**src/rtl/csi2_packet_parser.sv**
```systemverilog
// csi2_packet_parser
//   Decodes CSI-2 packet headers from 2-lane byte-aligned data (sync byte
//   already stripped) and emits frame/line strobes, header metadata and a
//   16-bit payload stream with per-byte enables. One packet per HS burst.
//
// Ports
//   byte_clk, reset          : clock, synchronous active-high reset
//   in_valid                 : HS burst active, first cycle carries DI/WC_lo
//   lane0_byte, lane1_byte   : even / odd packet bytes
//   px_data, px_be           : payload word ([7:0] even byte) and byte enables
//   frame_start/frame_end/line_start/line_end : short-packet strobes (DT 0..3)
//   pkt_start, pkt_end       : long packet header accepted / last CRC byte consumed
//   vc, data_type, word_count: fields of the most recent header
//   line_count               : long packets accepted since last frame_start
//   pkt_err                  : oversize word count or burst aborted mid-packet
// All outputs are registered, one cycle after the input cycle that causes them.
module csi2_packet_parser #(
    parameter logic [15:0] MAX_WC = 16'd2560
) (
    input  logic        byte_clk,
    input  logic        reset,
    input  logic        in_valid,
    input  logic [7:0]  lane0_byte,
    input  logic [7:0]  lane1_byte,
    output logic [15:0] px_data,
    output logic [1:0]  px_be,
    output logic        frame_start,
    output logic        frame_end,
    output logic        line_start,
    output logic        line_end,
    output logic        pkt_start,
    output logic        pkt_end,
    output logic [1:0]  vc,
    output logic [5:0]  data_type,
    output logic [15:0] word_count,
    output logic [15:0] line_count,
    output logic        pkt_err
);

    typedef enum logic [1:0] {IDLE, HDR, PAYLOAD, WAIT_LP} state_t;

    state_t      state, state_nx;
    logic [7:0]  di_q, di_nx;
    logic [7:0]  wc_lo_q, wc_lo_nx;
    // Bytes still to consume in PAYLOAD (payload + 2 CRC); 17 bits so WC+2 never wraps.
    logic [16:0] rem, rem_nx;
    logic [16:0] left;
    logic [15:0] hdr_wc;

    logic [15:0] px_data_nx;
    logic [1:0]  px_be_nx;
    logic        fs_nx, fe_nx, ls_nx, le_nx, ps_nx, pe_nx, err_nx;
    logic [1:0]  vc_nx;
    logic [5:0]  dt_nx;
    logic [15:0] wc_nx, lc_nx;

    always_comb begin
        state_nx   = state;
        di_nx      = di_q;
        wc_lo_nx   = wc_lo_q;
        rem_nx     = rem;
        px_data_nx = '0;
        px_be_nx   = '0;
        fs_nx      = 1'b0;
        fe_nx      = 1'b0;
        ls_nx      = 1'b0;
        le_nx      = 1'b0;
        ps_nx      = 1'b0;
        pe_nx      = 1'b0;
        err_nx     = 1'b0;
        vc_nx      = vc;
        dt_nx      = data_type;
        wc_nx      = word_count;
        lc_nx      = line_count;
        hdr_wc     = {lane0_byte, wc_lo_q};
        // Payload bytes left this cycle = rem - 2, floored at 0.
        left       = (rem >= 17'd2) ? rem - 17'd2 : 17'd0;

        case (state)
            IDLE: begin
                if (in_valid) begin
                    di_nx    = lane0_byte;
                    wc_lo_nx = lane1_byte;
                    state_nx = HDR;
                end
            end
            HDR: begin
                if (!in_valid) begin
                    err_nx   = 1'b1;
                    state_nx = IDLE;
                end else begin
                    vc_nx    = di_q[7:6];
                    dt_nx    = di_q[5:0];
                    wc_nx    = hdr_wc;
                    state_nx = WAIT_LP;
                    if (di_q[5:4] == 2'b00) begin
                        case (di_q[5:0])
                            6'h00: begin
                                fs_nx = 1'b1;
                                lc_nx = '0;
                            end
                            6'h01:   fe_nx = 1'b1;
                            6'h02:   ls_nx = 1'b1;
                            6'h03:   le_nx = 1'b1;
                            default: ;
                        endcase
                    end else if (hdr_wc > MAX_WC) begin
                        err_nx = 1'b1;
                    end else begin
                        ps_nx    = 1'b1;
                        lc_nx    = line_count + 16'd1;
                        rem_nx   = {1'b0, hdr_wc} + 17'd2;
                        state_nx = PAYLOAD;
                    end
                end
            end
            PAYLOAD: begin
                if (!in_valid) begin
                    err_nx   = 1'b1;
                    state_nx = IDLE;
                end else begin
                    px_be_nx[0] = (left != 17'd0);
                    px_be_nx[1] = (left >= 17'd2);
                    // CRC bytes sharing a word with payload are masked off.
                    px_data_nx  = {px_be_nx[1] ? lane1_byte : 8'h00,
                                   px_be_nx[0] ? lane0_byte : 8'h00};
                    rem_nx      = left;
                    if (rem <= 17'd2) begin
                        pe_nx    = 1'b1;
                        state_nx = WAIT_LP;
                    end
                end
            end
            WAIT_LP: begin
                if (!in_valid) state_nx = IDLE;
            end
            default: state_nx = IDLE;
        endcase
    end

    always_ff @(posedge byte_clk) begin
        if (reset) begin
            state       <= IDLE;
            di_q        <= '0;
            wc_lo_q     <= '0;
            rem         <= '0;
            px_data     <= '0;
            px_be       <= '0;
            frame_start <= 1'b0;
            frame_end   <= 1'b0;
            line_start  <= 1'b0;
            line_end    <= 1'b0;
            pkt_start   <= 1'b0;
            pkt_end     <= 1'b0;
            pkt_err     <= 1'b0;
            vc          <= '0;
            data_type   <= '0;
            word_count  <= '0;
            line_count  <= '0;
        end else begin
            state       <= state_nx;
            di_q        <= di_nx;
            wc_lo_q     <= wc_lo_nx;
            rem         <= rem_nx;
            px_data     <= px_data_nx;
            px_be       <= px_be_nx;
            frame_start <= fs_nx;
            frame_end   <= fe_nx;
            line_start  <= ls_nx;
            line_end    <= le_nx;
            pkt_start   <= ps_nx;
            pkt_end     <= pe_nx;
            pkt_err     <= err_nx;
            vc          <= vc_nx;
            data_type   <= dt_nx;
            word_count  <= wc_nx;
            line_count  <= lc_nx;
        end
    end

endmodule

```
**config.mk**
```make
export PLATFORM = sky130hd
export DESIGN_NAME = csi2_packet_parser
export DESIGN_NICKNAME = d
export VERILOG_FILES = /design/src/rtl/csi2_packet_parser.sv
export SDC_FILE = /design/constraint.sdc
export NUM_CORES = 1
export LEC_CHECK = 0
export CORE_MARGIN = 2
export CORE_UTILIZATION = 52
export CTS_CLUSTER_DIAMETER = 30
export CTS_CLUSTER_SIZE = 24
export DETAILED_ROUTE_END_ITERATION = 7
export GPL_TIMING_DRIVEN = 0
export PLACE_DENSITY_LB_ADDON = 0.25
export SETUP_SLACK_MARGIN = 0.1
export SLEW_MARGIN = 20
export SYNTH_ARGS = -nofsm -noshare
export SYNTH_HDL_FRONTEND = slang
export SYNTH_SLANG_ARGS = --single-unit
export TNS_END_PERCENT = 10
```
**constraint.sdc**
```tcl
create_clock -name byte_clk -period 3.1 [get_ports byte_clk]
set_clock_uncertainty 0.1 [all_clocks]
set_input_delay 0.62 -clock byte_clk [delete_from_list [all_inputs] [get_ports byte_clk]]
set_output_delay 0.62 -clock byte_clk [all_outputs]
set_load 0.02 [all_outputs]
```
==> metrics.csv <==
stage;metric;value;unit
global_routing;GRT Resource Usage Total;25.0;%
die;core area;8300;sq um
synth;synthesized flop and latch total;100;
clock_network;H-tree levels;3;
clock_network;CTS max path bufs;2;
sta;Fmax;358;MHz
cells_and_area;Final #Nets;668;
worst_setup_path;CP delay by family, top;compound AO/OA/AOI/OAI gates;
clock_network;CTS tree;yes;
worst_setup_path;Crit Path Category;input port to register;
route;initial drt markers;290;
hold_path;Worst Hold Path EP;data_type[1]$_SDFFE_PP0P_;
die;die width;96.8;um
hold_path;type of the worst min-delay path;register to register;
sta;Hold Vio Cnt, Final;0;
worst_setup_path;Critical Path, Cell by Cell;clkdlybuf4s50_1 > a211o_1 > o41ai_1 > and3_1 > clkbuf_1 > o211ai_1 > a21oi_1;
cells_and_area;fill count;703;
sta;worst setup margin;310;ps
synth;Post-synth EDFFs;0;
clock_network;worst skew pair latency;360;ps
worst_setup_path;data required time of the worst path;3290;ps
clock_network;total CTS buffers;9;
die;Cell Rows;33;
route;vias per inst;5.78;
place;GPL Wtd Cong;0.917;
synth;syn avg cell area;8.17;sq um
worst_setup_path;crit start category;input port;
synth;Main synth FF type;dfxtp_1;
hold_path;hold depth;2;
sta;Slew headroom;59.1;%
synth;Gate Count Post-Synth;548;
synth;mapped cell area;4480;sq um
cells_and_area;area delta synth->final;25.9;%
worst_setup_path;critical path fanouts, max;10;
sta;fin crit share;90.0;%
route;post-route ant nets;0;
worst_setup_path;critical path endpoint category;register;
synth;post-synthesis async set-or-reset flop share;0;%
synth;register area share after synthesis;44.7;%
clock_network;CTS Hold Bufs;0;
worst_setup_path;RR Endpoint;rem[16]$_SDFFE_PP0P_;
place;DP Area;5410;sq um
cells_and_area;most frequent cells in the layout;nand2_1 (104), dfxtp_1 (100), clkdlybuf4s50_1 (80), a21oi_1 (53), nor2_1 (49);
sta;Max Slew Vio Count;0;
worst_setup_path;slowest stage delay, CP;580;ps
synth;syn nets;575;
power_and_ir_drop;peak supply drop;333;uV
worst_setup_path;Critical Path AT;2980;ps
global_routing;first-pass GRT wire length;19500;um
worst_setup_path;setup slack, reg-to-reg;340;ps
die;# IOs;84;
place;worst slack, placed;-67.3;ps
synth;Yosys warnings;0;
job;reported max-cap violation count;0;
power_and_ir_drop;LEAKAGE;2.02;nW
sta;Tightest Pin Transition;608;ps
route;DR WL/cell;15.6;um
die;die area;9370;sq um
sta;unrepaired setup endpoints after global routing;false;
place;PortBufs;80;
cells_and_area;fraction of layout cells with a size suffix above 1;5.88;%
synth;Cell variety after synth;55;
die;Initial Utilization;54.0;%
cells_and_area;Post-Layout Inst Area;5640;sq um
global_routing;pin count of the biggest net entering global routing;17;
worst_setup_path;Buf/Inv on CP;2;
global_routing;initial antenna violation count;0;
sta;crit path time final;2790;ps
worst_setup_path;Worst R2R Path Depth;10;
route;DR DRC count;0;
worst_setup_path;RR Startpoint;rem[1]$_SDFFE_PP0P_;
worst_setup_path;Crit-path slowest cell;clkdlybuf4s50_1;
global_routing;total grt overflow;0;
sta;count of final setup violators;0;
cells_and_area;commonest non-fill, non-tap cell in the layout;nand2_1;
place;DPL Wire Length;8480;um
cells_and_area;diode count;0;
route;drt total wl;11700;um
status;status;finished clean;
global_routing;vias in the first global route;4118;
clock_network;clock-pin slew on the worst setup and hold paths;90;ps
clock_network;CTS sink cnt;100;
route;via count;4340;
clock_network;root buffer cell;clkbuf_8;
hold_path;min-delay src;data_type[1]$_SDFFE_PP0P_;
power_and_ir_drop;power density cells;467;nW/um^2
die;Die Y-Extent;96.8;um
route;1st-pass router iterations;5;
[cell type report]
type                    count  area (sq um)  area share (%)
inverters                   9          33.8           0.599
well taps                 105           131            2.33
clock buffers              12           145            2.57
repair buffers             82           816            14.5
flip-flops and latches    100          2000            35.5
plain buffers              33           130            2.31
clock inverters             4          57.6            1.02
multi-input cells         406          2320            41.2
[through the flow]
stage / total power [W] / cells / TNS, ps / hold slack (ps) / utilization, %
final: 0.00263 / 751 / 0 / 358 / 68.0
after global routing: 0.00274 / 751 / 0 / 383 / 68.0
after CTS: 0.00263 / 749 / 0 / 364 / 67.7
after detailed placement: 0.00179 / 733 / -231 / 350 / 65.2
after global placement: 0.00178 / 733 / -312 / 338 / 65.2
after floorplan: 0.00166 / 548 / 0 / 332 / -
[worst max-delay path by stage]
stage                              startpoint                   end  slack [ps]  cells after the start
after CTS                 rem[1]$_SDFFE_PP0P_  rem[16]$_SDFFE_PP0P_         190                     10
final                           lane0_byte[6]   rem[3]$_SDFFE_PP0P_         310                      7
after detailed placement        lane0_byte[6]  rem[16]$_SDFFE_PP0P_         -70                      8
after global placement          lane0_byte[6]   rem[4]$_SDFFE_PP0P_         -90                      8
after global routing      rem[1]$_SDFFE_PP0P_  rem[16]$_SDFFE_PP0P_         100                     10
after floorplan           rem[1]$_SDFFE_PP0P_  rem[16]$_SDFFE_PP0P_         520                     10
[synthesized netlist by cell type, drive strengths merged (6+ instances only)]
library cell / number / area (sq um)
nand2: 104 / 390
dfxtp: 100 / 2000
a21oi: 53 / 265
nor2: 49 / 184
clkbuf: 29 / 110
xor2: 22 / 193
and2: 21 / 131
o21ai: 17 / 85.1
nor3: 15 / 85.1
nand3: 12 / 60.1
nor4: 11 / 81.3
nand4: 10 / 68.8
and3: 9 / 56.3
inv: 9 / 33.8
ha: 8 / 100
xnor2: 8 / 70.1
a22oi: 6 / 45.0
[state kept, by name, summed over array words and instances, names as in the netlist]
name / flops
di_q: 8
pkt_start: 1
px_be: 2
data_type: 6
state: 2
px_data: 16
frame_start: 1
wc_lo_q: 8
rem: 17
word_count: 16
pkt_end: 1
line_count: 16
vc: 2
line_start: 1
line_end: 1
frame_end: 1
pkt_err: 1
[tightest hold or removal path: stages, from the launching register on]
cell	delay, ps
dfxtp_1	320
nand2_1	50
a21oi_1	50
[per-layer routing]
layer,global-route usage (%),up-vias,part of all wire (%)
met5,0,-,0
met4,9.53,0,2.3
met3,4.77,29,7.9
met2,40.3,193,47
met1,33.3,2029,43
li1,-,2089,-
[power breakdown]
| part | internal, W | leakage, nW | switching, W | total [W] |
|---|---|---|---|---|
| clock network | 0.000404 | 0.0987 | 0.000455 | 0.000859 |
| registers | 0.00132 | 0.810 | 0.0000384 | 0.00136 |
| logic | 0.000155 | 1.11 | 0.000261 | 0.000416 |
| total | 0.00188 | 2.02 | 0.000755 | 0.00263 |
[cells by family after synthesis]
kind of cell | after synthesis | synth area share (%)
buf+inv | 42 | 3.63
compound gates | 110 | 15.3
fa+ha+maj | 8 | 2.23
flops | 100 | 44.7
xor+xnor | 30 | 5.87
simple gates | 258 | 28.3
[repair_timing]
action	4_1_cts	5_1_grt
gates resized for setup	1	3
pin swaps	0	1
cloned	0	0
buffers inserted	0	2
setup endpoints to repair	13	21
No activity file was read; power rests on OpenSTA's default activity.
